### src/rtl/audio_i2s_transmitter.sv
// audio_i2s_transmitter: serialises a mono sample to both I2S slots and paces the producer with sample_clk
module audio_i2s_transmitter #(
  parameter int DATA_W   = 16,
  parameter int SLOT_W   = 32,
  parameter int BCLK_DIV = 8
) (
  input  logic              Clk,
  input  logic              Reset,
  input  logic              enable,
  input  logic              mute,
  input  logic [DATA_W-1:0] audio_data,
  input  logic              data_valid,
  output logic              sample_clk,
  output logic              underrun,
  output logic              AUD_BCLK,
  output logic              AUD_DACLRCK,
  output logic              AUD_DACDAT
);
  localparam int DIV_W = $clog2(BCLK_DIV + 1);
  localparam int BIT_W = $clog2(2 * SLOT_W);
  localparam int IDX_W = (DATA_W > 1) ? $clog2(DATA_W) : 1;

  typedef enum logic {IDLE, RUN} state_t;

  state_t            state, state_nx;
  logic [DIV_W-1:0]  div_cnt;
  logic [BIT_W-1:0]  bit_cnt, bit_nx, p;
  logic [IDX_W-1:0]  idx;
  logic [DATA_W-1:0] tx_word, next_word;
  logic              wrap, fall, dat_nx;

  // run/idle state register
  always_ff @(posedge Clk or negedge Reset)
    if (!Reset) state <= IDLE;
    else state <= state_nx;

  // next state plus divider/bit-position decode for the upcoming falling event
  always_comb begin
    state_nx = enable ? RUN : IDLE;
    wrap     = (state == RUN) && enable && (div_cnt == DIV_W'(BCLK_DIV - 1));
    fall     = wrap && AUD_BCLK;
    bit_nx   = (bit_cnt == BIT_W'(2 * SLOT_W - 1)) ? '0 : bit_cnt + BIT_W'(1);
    p        = (bit_nx >= BIT_W'(SLOT_W)) ? bit_nx - BIT_W'(SLOT_W) : bit_nx;
    idx      = IDX_W'(DATA_W - int'(p));
    dat_nx   = (p != '0) && (p <= BIT_W'(DATA_W)) ? tx_word[idx] : 1'b0;
  end

  // clock generation, serialisation, frame-start load and mid-frame capture
  always_ff @(posedge Clk or negedge Reset)
    if (!Reset) begin
      div_cnt     <= '0;
      bit_cnt     <= '0;
      tx_word     <= '0;
      next_word   <= '0;
      AUD_BCLK    <= 1'b0;
      AUD_DACLRCK <= 1'b0;
      AUD_DACDAT  <= 1'b0;
      sample_clk  <= 1'b0;
      underrun    <= 1'b0;
    end else if (state_nx == IDLE || state == IDLE) begin
      div_cnt     <= '0;
      bit_cnt     <= '0;
      AUD_BCLK    <= 1'b0;
      AUD_DACLRCK <= 1'b0;
      AUD_DACDAT  <= 1'b0;
      sample_clk  <= 1'b0;
      underrun    <= 1'b0;
      if (state_nx == RUN) tx_word <= next_word;
    end else begin
      div_cnt    <= wrap ? '0 : div_cnt + DIV_W'(1);
      AUD_BCLK   <= wrap ? ~AUD_BCLK : AUD_BCLK;
      sample_clk <= fall && (bit_nx == '0);
      underrun   <= fall && (bit_nx == BIT_W'(SLOT_W)) && !data_valid;
      if (fall) begin
        bit_cnt     <= bit_nx;
        AUD_DACLRCK <= bit_nx >= BIT_W'(SLOT_W);
        AUD_DACDAT  <= dat_nx;
        if (bit_nx == '0) tx_word <= next_word;
        if (bit_nx == BIT_W'(SLOT_W) && (data_valid || mute)) next_word <= mute ? '0 : audio_data;
      end
    end
endmodule

### config.mk
export PLATFORM = sky130hd
export DESIGN_NAME = audio_i2s_transmitter
export DESIGN_NICKNAME = d
export VERILOG_FILES = /design/src/rtl/audio_i2s_transmitter.sv
export SDC_FILE = /design/constraint.sdc
export NUM_CORES = 1
export LEC_CHECK = 0
export ABC_CLOCK_PERIOD_IN_PS = 2700
export CORE_MARGIN = 4
export CORE_UTILIZATION = 56
export DETAILED_ROUTE_END_ITERATION = 8
export GPL_ROUTABILITY_DRIVEN = 0
export HOLD_SLACK_MARGIN = 0.08
export PLACE_DENSITY = 0.76
export SYNTH_ARGS = -nofsm -noshare
export SYNTH_HDL_FRONTEND = slang
export SYNTH_SLANG_ARGS = --single-unit
### constraint.sdc
create_clock -name Clk -period 2.7 [get_ports Clk]
set_input_delay 0.405 -clock Clk [delete_from_list [all_inputs] [get_ports Clk]]
set_output_delay 0.405 -clock Clk [all_outputs]
set_load 0.02 [all_outputs]
==> results of run 1 <==
[synth_stat cells (2+ instances only)]
cell,n
nand3b_1,16
xor2_1,2
nand2_1,10
xnor2_1,3
nand3_1,6
inv_1,19
o21a_1,3
nor3_1,4
o21ai_1,3
mux2i_1,3
and2_1,3
and3_1,3
a21oi_1,5
a21o_1,3
nand4_1,3
clkbuf_1,5
mux2_2,7
buf_2,7
o21ai_0,15
o41ai_1,2
dfrtp_1,48
a211oi_1,5
nor2b_1,3
mux2_4,10
ha_1,2
buf_4,2
nor2_1,13
[path summary, 6_finish.rpt]
path                                    end  cells after the start       start
min in group asynchronous        div_cnt[0]                      2       Reset
worst max register to register   tx_word[0]                      6  bit_cnt[1]
worst min-delay path             div_cnt[0]                      1  div_cnt[0]
max in group asynchronous       tx_word[13]                      3       Reset
worst max-delay path             tx_word[0]                      6  bit_cnt[1]
worst min register to register   div_cnt[0]                      1  div_cnt[0]
[metal layers]
metal  up-vias  global-route usage
met5         -                   0
met2        28               0.282
met4         0              0.0845
met3         7              0.0338
met1       808               0.234
li1        842                   -
[worst max-delay path: stages, from the launching register on]
cell     delay, ns
dfrtp_1       0.43
ha_1          0.22
and2_1        0.30
nand4_4       0.19
nor2_4        0.06
o21ai_4       0.53
mux2_2        0.40
[flip-flops by register name, summed over array words and instances, names as in the netlist]
register and count:
next_word 16, tx_word 16, bit_cnt 6, div_cnt 4, AUD_BCLK 1, AUD_DACDAT 1, AUD_DACLRCK 1, sample_clk 1
state 1, underrun 1
[cells by family after synthesis]
logic type / count (synthesis)
and+or+nand+nor: 69
AOI/OAI and AO/OA: 48
DFF: 48
buffers and inverters: 34
muxes: 21
xor gates and xnor gates: 5
adders and majority gates: 2
[report_power, final]
part           leakage, nW  switching, mW  internal, mW  total (mW)
Combinational        0.616         0.0330        0.0385      0.0714
Clock               0.0510          0.228         0.205       0.432
Sequential           0.500        0.00251         0.720       0.723
[per-stage QoR]
stage	std cells	power, mW	utilization
after floorplan	227	0.758	-
after global placement	293	0.807	0.658
after detailed placement	293	0.810	0.658
after CTS	302	1.24	0.683
after global routing	302	1.27	0.683
final	302	1.23	0.683
[cell type report]
type / instances / area share
clock buffers: 6 / 0.0294
clock inverters: 2 / 0.00356
flip-flops and latches: 48 / 0.427
multi-input cells: 145 / 0.385
well taps: 50 / 0.0223
inverters: 19 / 0.0254
repair buffers: 32 / 0.107
[what timing repair did]
item                                   CTS  global route
setup endpoints to repair                0             0
endpoints found under the hold margin   20             0
hold buffers                             1             0
buffers inserted                         0             0
==> summary.md, run 1 <==
| Metric | Value |
|---|---|
| Status | `finished, final reports clean` |
| Area share of the largest cell type after synthesis | `0.493` |
| Largest family of logic cells by synthesized area | `simple AND/OR/NAND/NOR gates` |
| Final Cell Area | `roughly 2800 um2` |
| Post-synthesis mux area share | `0.111` |
| RSZ-0062 raised after global routing | `no` |
| Post-synthesis sequential area ratio | `0.493` |
| Post_cts resized | `0` |
| Maximum vdd ir drop | `roughly 0.26 mV` |
| Final TNS setup | `0 ns` |
| Synth area leader | `dfrtp_1` |
| Area fraction in compound gates after synthesis | `0.136` |
| Critical Path AT | `around 2.4 ns` |
| Critical path launch point type | `flip-flop` |
| Vias | `around 1,700` |
| Met2 Wirelength | `2040 um` |
| Wl on met1 | `between 1500 and 2000 um` |
| Yosys warning count | `0` |
| Clk sink count | `48` |
| FF+latch area | `about 1200 um2` |
| Fraction of registers with async set or reset after synthesis | `1.00` |
| Via density | `roughly 5.6` |
| Total Wirelength | `roughly 4300 um` |
| CTS tree | `yes` |
| XOR/XNOR share of the synthesized area | `0.0180` |
| Reg-to-reg slack, setup | `about 0.44 ns` |
| Rows | `23` |
| Layout fillers | `334` |
| First-pass iteration count of the detailed router | `4` |
| CP Capture Type | `flip-flop` |
| H-Tree Depth | `2` |
| Synth top area cells | `dfrtp_1, mux2_4, nand3b_1` |
| Worst Tran Pin Value | `~0.67 ns` |
| Synth Instances | `approximately 230` |
| Post-synthesis simple-gate area fraction | `0.169` |
| Number of synthesized flops with an enable pin | `0` |
| Initial Util | `0.592` |
| Power per Cell Area | `436 nW/um2` |
| Met3 Wirelength | `between 150 and 200 um` |
| Syn Std Cell Area | `2430 um2` |
| Iter 0 DRT Violations | `between 80 and 90` |
| Placed instance area | `approximately 2700 um2` |
| Syn nets | `250` |
| Worst-path clk slew | `roughly 0.090 ns` |
| Clock Root Buffer | `clkbuf_8` |
| PortBufs | `25` |
| Maxcap violations | `0` |
| Routed len/inst | `~14 um` |
| CORE AREA | `4120 um2` |
| Final ANT Viol Nets | `0` |
| Most frequent cells in the layout | `dfrtp_1, clkdlybuf4s50_1, inv_1` |
| GRT Total Usage | `0.177` |
| Final hold vios | `0` |
| Adder-Cell Fraction of Synth Area | `0.0103` |
| Num CTS Buffers | `5` |
| Die area | `approximately 5500 um2` |
| Max-slew violation count | `0` |
| Number of nets in the layout | `274` |
| Worst Clk Skew | `between 0.009 and 0.01 ns` |
| Post-layout min period | `~2.3 ns` |
| Die Height | `between 70 and 80 um` |
| Vias in the first global route | `around 1,700` |
| HP Class | `flip-flop to flip-flop` |
| Syn Area/Cell | `between 10 and 15 um2` |
| WP data required | `2.88 ns` |
| Max layer used | `met4` |
| Cell variety after synth | `roughly 50` |
| IO Pins | `26` |
| Clock latency on the worst-skew pair | `about 0.30 ns` |
| Slack of the critical path | `0.440 ns` |
| Area of the multi-input gates | `around 1100 um2` |
| Diodes inserted | `0` |
| # setup viols final | `0` |
| DRC errors left | `0` |
| Congestion Overflow GR | `0` |
| Period utilisation layout | `0.837` |
| Prevailing post-synth register cell | `dfrtp_1` |
| CP Class | `flip-flop to flip-flop` |
| Worst slack, placed | `~0.38 ns` |
| Fraction of layout cells with a size suffix above 1 | `0.151` |
| Die X | `approximately 74 um` |
| Max-slew headroom | `0.550` |
| Yosys reg bits | `48` |
| Most common cell after layout, fill and taps aside | `dfrtp_1` |
| Area growth from synthesis to final layout | `15.4%` |
| Timing-limited maximum frequency | `442 MHz` |
| Leakage power | `between 1 and 1.5 nW` |
| Initial antenna violation count | `0` |
| First-pass GRT wire length | `7500 um` |
| HPWL after detailed placement | `3110 um` |
| Fin Hold WS | `between 0.4 and 0.5 ns` |
| Clock Path Buffers | `2` |
| Pin count of the biggest net entering global routing | `33` |
| CP max FO | `16` |
(Power assumes the default switching activity.)
==> inputs of run 2 (changes only) <==
--- a/config.mk
+++ b/config.mk
@@ -5,13 +5,13 @@
 export SDC_FILE = /design/constraint.sdc
 export NUM_CORES = 1
 export LEC_CHECK = 0
-export ABC_CLOCK_PERIOD_IN_PS = 2700
+export ABC_CLOCK_PERIOD_IN_PS = 1820
 export CORE_MARGIN = 4
-export CORE_UTILIZATION = 56
+export CORE_UTILIZATION = 50
 export DETAILED_ROUTE_END_ITERATION = 8
 export GPL_ROUTABILITY_DRIVEN = 0
 export HOLD_SLACK_MARGIN = 0.08
-export PLACE_DENSITY = 0.76
+export PLACE_DENSITY = 0.72
 export SYNTH_ARGS = -nofsm -noshare
 export SYNTH_HDL_FRONTEND = slang
 export SYNTH_SLANG_ARGS = --single-unit
==> constraint.sdc (replaced) <==
create_clock -name Clk -period 1.82 [get_ports Clk]
set_input_delay 0.273 -clock Clk [delete_from_list [all_inputs] [get_ports Clk]]
set_output_delay 0.273 -clock Clk [all_outputs]
set_load 0.02 [all_outputs]
==> summary.md, run 2 (synthesized netlist as in run 1, its figures left out) <==
| Metric | Value |
|---|---|
| CP max FO | `6 (-10)` |
| RSZ-0062 raised after global routing | `yes` |
| Placed instance area | `3000 um2 (+11%)` |
| H-Tree Depth | `2 (unchanged)` |
| Iter 0 DRT Violations | `95 (+16%)` |
| Max-slew headroom | `0.684 (+0.133)` |
| CP Capture Type | `flip-flop` |
| Crit path buffers/inverters | `0 (unchanged)` |
| Total power | `1.96 mW (+59%)` |
| Most frequent cells in the layout | `dfrtp_1, buf_4, clkdlybuf4s50_1` |
| Slack of the critical path | `-0.0581 ns (-0.498 ns)` |
| Period utilisation layout | `1.03 (+0.195)` |
| WP data required | `2.04 ns (-0.84 ns)` |
| First-pass GRT wire length | `8130 um (+8.4%)` |
| Total Wirelength | `4670 um (+9.3%)` |
| Post-layout min period | `1.88 ns (-0.382 ns)` |
| Num CTS Buffers | `5 (unchanged)` |
| Congestion Overflow GR | `0 (unchanged)` |
| CP Class | `flip-flop to flip-flop` |
| PortBufs | `25 (unchanged)` |
| Clock Root Buffer | `clkbuf_8` |
| GRT Total Usage | `0.165 (-0.0118)` |
| Critical path launch point type | `flip-flop` |
| CTS tree | `yes` |
| Maximum vdd ir drop | `0.411 mV (+60%)` |
| Die area | `6050 um2 (+11%)` |
| Maxcap violations | `0 (unchanged)` |
| Timing-limited maximum frequency | `532 MHz (+20%)` |
| First-pass iteration count of the detailed router | `4 (unchanged)` |
| CORE AREA | `4720 um2 (+15%)` |
| DRC errors left | `0 (unchanged)` |
| Initial antenna violation count | `0 (unchanged)` |
| Worst Clk Skew | `0.00762 ns (-0.00160 ns)` |
| Initial Util | `0.515 (-0.0762)` |
| IO Pins | `26 (unchanged)` |
| Number of nets in the layout | `301 (+9.9%)` |
| Fraction of layout cells with a size suffix above 1 | `0.272 (+0.122)` |
| Final Cell Area | `3210 um2 (+14%)` |
| Rows | `25 (+8.7%)` |
| HP Class | `input port to async pin` |
| Power per Cell Area | `610 nW/um2 (+40%)` |
| Cell class contributing the biggest share of worst-path delay | `compound AO/OA/AOI/OAI gates` |
| Slowest CP cell | `dfrtp_1` |
| HPWL after detailed placement | `3530 um (+14%)` |
| # setup viols final | `17 (+17)` |
| Die Height | `77.8 um (+5.2%)` |
| CP cell instances | `ha_4 > and2_4 > a21o_1 > a311oi_2 > or3b_1 > o22ai_1` |
| Pin count of the biggest net entering global routing | `33 (unchanged)` |
| Status | `finished with violations` |
| Routed len/inst | `13.5 um (-4.6%)` |
| Final ANT Viol Nets | `0 (unchanged)` |
| Vias | `1,795 (+6.5%)` |
| CP peak stage delay | `0.43 ns (-0.10 ns)` |
| Leakage power | `1.39 nW (+19%)` |
| Regs by FF count | `next_word x16, tx_word x16, bit_cnt x6` |
| Clock latency on the worst-skew pair | `0.29 ns (about the same)` |
| Vias in the first global route | `1,766 (+7.0%)` |
| Most common cell after layout, fill and taps aside | `dfrtp_1` |
| Clk sink count | `48 (unchanged)` |
| Via density | `5.19 (-7.0%)` |
| Diodes inserted | `0 (unchanged)` |
| Failing checks | `negative setup slack` |
| Die X | `77.8 um (+5.2%)` |
| Clock Path Buffers | `2 (unchanged)` |
| Critical Path AT | `2.10 ns (-0.34 ns)` |
| Worst Tran Pin Value | `0.475 ns (-0.198 ns)` |
| Final hold vios | `0 (unchanged)` |
| Max-slew violation count | `0 (unchanged)` |
| Worst-path clk slew | `0.09 ns (about the same)` |
| Area growth from synthesis to final layout | `31.7%` |
==> run 2: changes by cell type in the layout (fill, tap and decap cells not counted), sizes merged <==
| cell | change |
|---|---|
| bufinv | +1 |
| clkinvlp | +1 |
| clkbuf | -1 |
| and2 | +1 |
| buf | +26 |
| clkinv | -1 |
==> run 2: cell type report <==
cell class,instances,area (um2)
clock buffers,5,68.8
clock inverters,3,42.5
fillers,373,1520
inverters,19,71.3
multi-input cells,146,1200
flip-flops and latches,48,1200
well taps,67,83.8
repair buffers,58,533
==> run 2: path summary, 6_finish.rpt <==
kind                                   from       endpoint  slack [ns]  cells after the start
worst max register to register   bit_cnt[0]     AUD_DACDAT       -0.06                      6
worst min register to register  AUD_DACLRCK    AUD_DACLRCK        0.50                      1
worst max-delay path             bit_cnt[0]     AUD_DACDAT       -0.06                      6
max in group asynchronous             Reset  next_word[13]        0.84                      3
min in group Clk                AUD_DACLRCK    AUD_DACLRCK        0.50                      1
worst min-delay path                  Reset     div_cnt[2]        0.47                      2
==> run 2: layer usage <==
| layer | vias to the layer above | global-route usage | share of wire |
|---|---|---|---|
| met1 | 861 | 0.217 | 0.47 |
| met4 | 0 | 0.0516 | 0.0051 |
| li1 | 899 | - | - |
| met5 | - | 0 | 0 |
| met2 | 33 | 0.277 | 0.48 |
| met3 | 2 | 0.0290 | 0.037 |
==> run 2: where the power goes <==
part / leakage, nW / internal, mW / switching (mW) / total, mW
clock: 0.0541 / 0.407 / 0.354 / 0.761
combinational: 0.831 / 0.0681 / 0.0536 / 0.122
sequential: 0.500 / 1.07 / 0.00471 / 1.07
==> run 2: stage by stage <==
step	std cells	utilization	TNS (ns)	setup WS [ns]	hold WS [ns]
floorplan	227	-	-0.692	-0.0692	-0.0226
global placement	334	0.635	-0.103	-0.103	0.251
detailed placement	334	0.635	-0.278	-0.130	0.257
CTS	344	0.670	-0.140	-0.0445	0.471
global route	346	0.679	-1.56	-0.112	0.506
finish	346	0.679	-0.286	-0.0581	0.468
==> run 2: timing repair <==
item | 4_1_cts | 5_1_grt
setup endpoints to repair | 17 | 33
buffers inserted | 0 | 2
gates cloned | 1 | 0
hold buffers | 1 | 0
gates resized for setup | 8 | 10
endpoints found under the hold margin | 19 | 0
pin swaps | 1 | 4
==> inputs of run 3 (changes only) <==
--- a/config.mk
+++ b/config.mk
@@ -6,8 +6,10 @@
 export NUM_CORES = 1
 export LEC_CHECK = 0
 export ABC_CLOCK_PERIOD_IN_PS = 1820
+export CELL_PAD_IN_SITES_DETAIL_PLACEMENT = 0
+export CELL_PAD_IN_SITES_GLOBAL_PLACEMENT = 2
 export CORE_MARGIN = 4
-export CORE_UTILIZATION = 50
+export CORE_UTILIZATION = 33
 export DETAILED_ROUTE_END_ITERATION = 8
 export GPL_ROUTABILITY_DRIVEN = 0
 export HOLD_SLACK_MARGIN = 0.08
==> summary.md, run 3 (synthesized netlist as in run 1, its figures left out) <==
| Metric | Value |
|---|---|
| Period utilisation layout | `1.03 (-0.00657)` |
| DRC errors left | `0 (unchanged)` |
| Cell class contributing the biggest share of worst-path delay | `compound AO/OA/AOI/OAI gates` |
| Die area | `8820 um2 (+46%)` |
| Critical Path AT | `2.08 ns (-0.02 ns)` |
| Max-slew violation count | `0 (unchanged)` |
| Fraction of layout cells with a size suffix above 1 | `0.298 (+0.0252)` |
| Clk sink count | `48 (unchanged)` |
| Failing checks | `negative setup slack` |
| Rows | `31 (+24%)` |
| Worst-path clk slew | `0.08 ns (about the same)` |
| RSZ-0062 raised after global routing | `yes` |
| Max-slew headroom | `0.593 (-0.0908)` |
| Clock Path Buffers | `2 (unchanged)` |
| Final Cell Area | `3350 um2 (+4.4%)` |
| CP Capture Type | `flip-flop` |
| GRT Total Usage | `0.125 (-0.0405)` |
| Clock Root Buffer | `clkbuf_8` |
| Pin count of the biggest net entering global routing | `33 (unchanged)` |
| Leakage power | `1.44 nW (+4.1%)` |
| Regs by FF count | `next_word x16, tx_word x16, bit_cnt x6` |
| First-pass iteration count of the detailed router | `7 (+3)` |
| Worst slack, placed | `-0.146 ns (-0.0162 ns)` |
| Die X | `93.9 um (+21%)` |
| Most frequent cells in the layout | `dfrtp_1, buf_4, clkdlybuf4s50_1` |
| WP data required | `2.04 ns (about the same)` |
| Slack of the critical path | `-0.0461 ns (+0.0120 ns)` |
| CORE AREA | `7210 um2 (+53%)` |
| Area growth from synthesis to final layout | `37.5%` |
| CP max FO | `9 (+3)` |
| Post-layout min period | `1.87 ns (-0.0120 ns)` |
| Most common cell after layout, fill and taps aside | `dfrtp_1` |
| HP Class | `flip-flop to flip-flop` |
| Maximum vdd ir drop | `0.310 mV (-25%)` |
| Die Height | `93.9 um (+21%)` |
| # setup viols final | `10 (-7)` |
| Worst Tran Pin Value | `0.611 ns (+0.136 ns)` |
| Initial antenna violation count | `0 (unchanged)` |
| Timing-limited maximum frequency | `536 MHz (+0.64%)` |
| Final hold vios | `0 (unchanged)` |
| CP cell instances | `ha_4 > and2_4 > a21o_1 > a311oi_1 > or3b_1 > o22ai_1` |
| CP Class | `flip-flop to flip-flop` |
| Final ANT Viol Nets | `0 (unchanged)` |
| Power per Cell Area | `551 nW/um2 (-9.6%)` |
| Initial Util | `0.337 (-0.178)` |
| Clock latency on the worst-skew pair | `0.30 ns (about the same)` |
| PortBufs | `25 (unchanged)` |
| IO Pins | `26 (unchanged)` |
| Maxcap violations | `0 (unchanged)` |
| CP peak stage delay | `0.43 ns (about the same)` |
| Crit path buffers/inverters | `0 (unchanged)` |
| H-Tree Depth | `2 (unchanged)` |
| Status | `finished with violations` |
| Diodes inserted | `0 (unchanged)` |
| Vias | `1,860 (+3.6%)` |
| Placed instance area | `3090 um2 (+2.9%)` |
| Total Wirelength | `5340 um (+14%)` |
| Slowest CP cell | `dfrtp_1` |
| Worst Clk Skew | `0.00290 ns (-0.00472 ns)` |
| Number of nets in the layout | `311 (+3.3%)` |
| HPWL after detailed placement | `3710 um (+5.1%)` |
| CTS tree | `yes` |
| Via density | `4.79 (-7.6%)` |
| Routed len/inst | `13.8 um (+2.0%)` |
| Critical path launch point type | `flip-flop` |
| Congestion Overflow GR | `0 (unchanged)` |
| Num CTS Buffers | `5 (unchanged)` |
| Iter 0 DRT Violations | `52 (-45%)` |
| First-pass GRT wire length | `8560 um (+5.3%)` |
| Vias in the first global route | `1,773 (+0.40%)` |
run 3: through the flow:
step	utilization	power [mW]	hold WS (ns)	setup TNS, ns	instances
CTS	0.449	1.87	0.503	-0.0221	382
global placement	0.428	1.21	0.333	-0.181	373
finish	0.464	1.85	0.494	-0.243	388
floorplan	-	1.13	-0.0226	-0.692	227
global route	0.464	1.94	0.528	-2.67	388
detailed placement	0.428	1.21	0.322	-0.417	373
run 3: worst paths after layout:
check                                    to  slack, ns  cells past startpoint         from
max in group asynchronous        tx_word[1]       0.70                      3        Reset
worst min-delay path            AUD_DACLRCK       0.49                      1  AUD_DACLRCK
worst min register to register  AUD_DACLRCK       0.49                      1  AUD_DACLRCK
worst max register to register   AUD_DACDAT      -0.05                      6   bit_cnt[0]
worst max-delay path             AUD_DACDAT      -0.05                      6   bit_cnt[0]
min in group asynchronous        sample_clk       0.52                      2        Reset
run 3: final cells by class:
class / instances / area (um2)
flip-flops and latches: 48 / 1200
inverters: 19 / 71.3
well taps: 99 / 124
multi-input cells: 145 / 1220
clock buffers: 8 / 90.1
fillers: 724 / 3870
repair buffers: 69 / 642
run 3: layer usage:
layer / track usage / routed length, um / up-vias
met5: 0 / 0 / -
met3: 0.0329 / 204 / 8
met2: 0.202 / 2550 / 32
li1: - / - / 916
met1: 0.162 / 2510 / 904
met4: 0.0421 / 79 / 0
run 3: what timing repair did:
| action | in CTS | in global routing |
|---|---|---|
| pin swaps | 2 | 3 |
| hold buffers | 1 | 0 |
| endpoints found under the hold margin | 26 | 0 |
| resized for setup | 9 | 14 |
| cloned | 0 | 2 |
| endpoints found under the setup margin | 23 | 35 |
| setup buffers | 0 | 4 |
run 3: power by group:
part / leakage [nW] / total (mW) / internal, mW / switching [mW]
Clock: 0.0455 / 0.645 / 0.310 / 0.335
Combinational: 0.897 / 0.128 / 0.0716 / 0.0567
Sequential: 0.500 / 1.07 / 1.07 / 0.00408
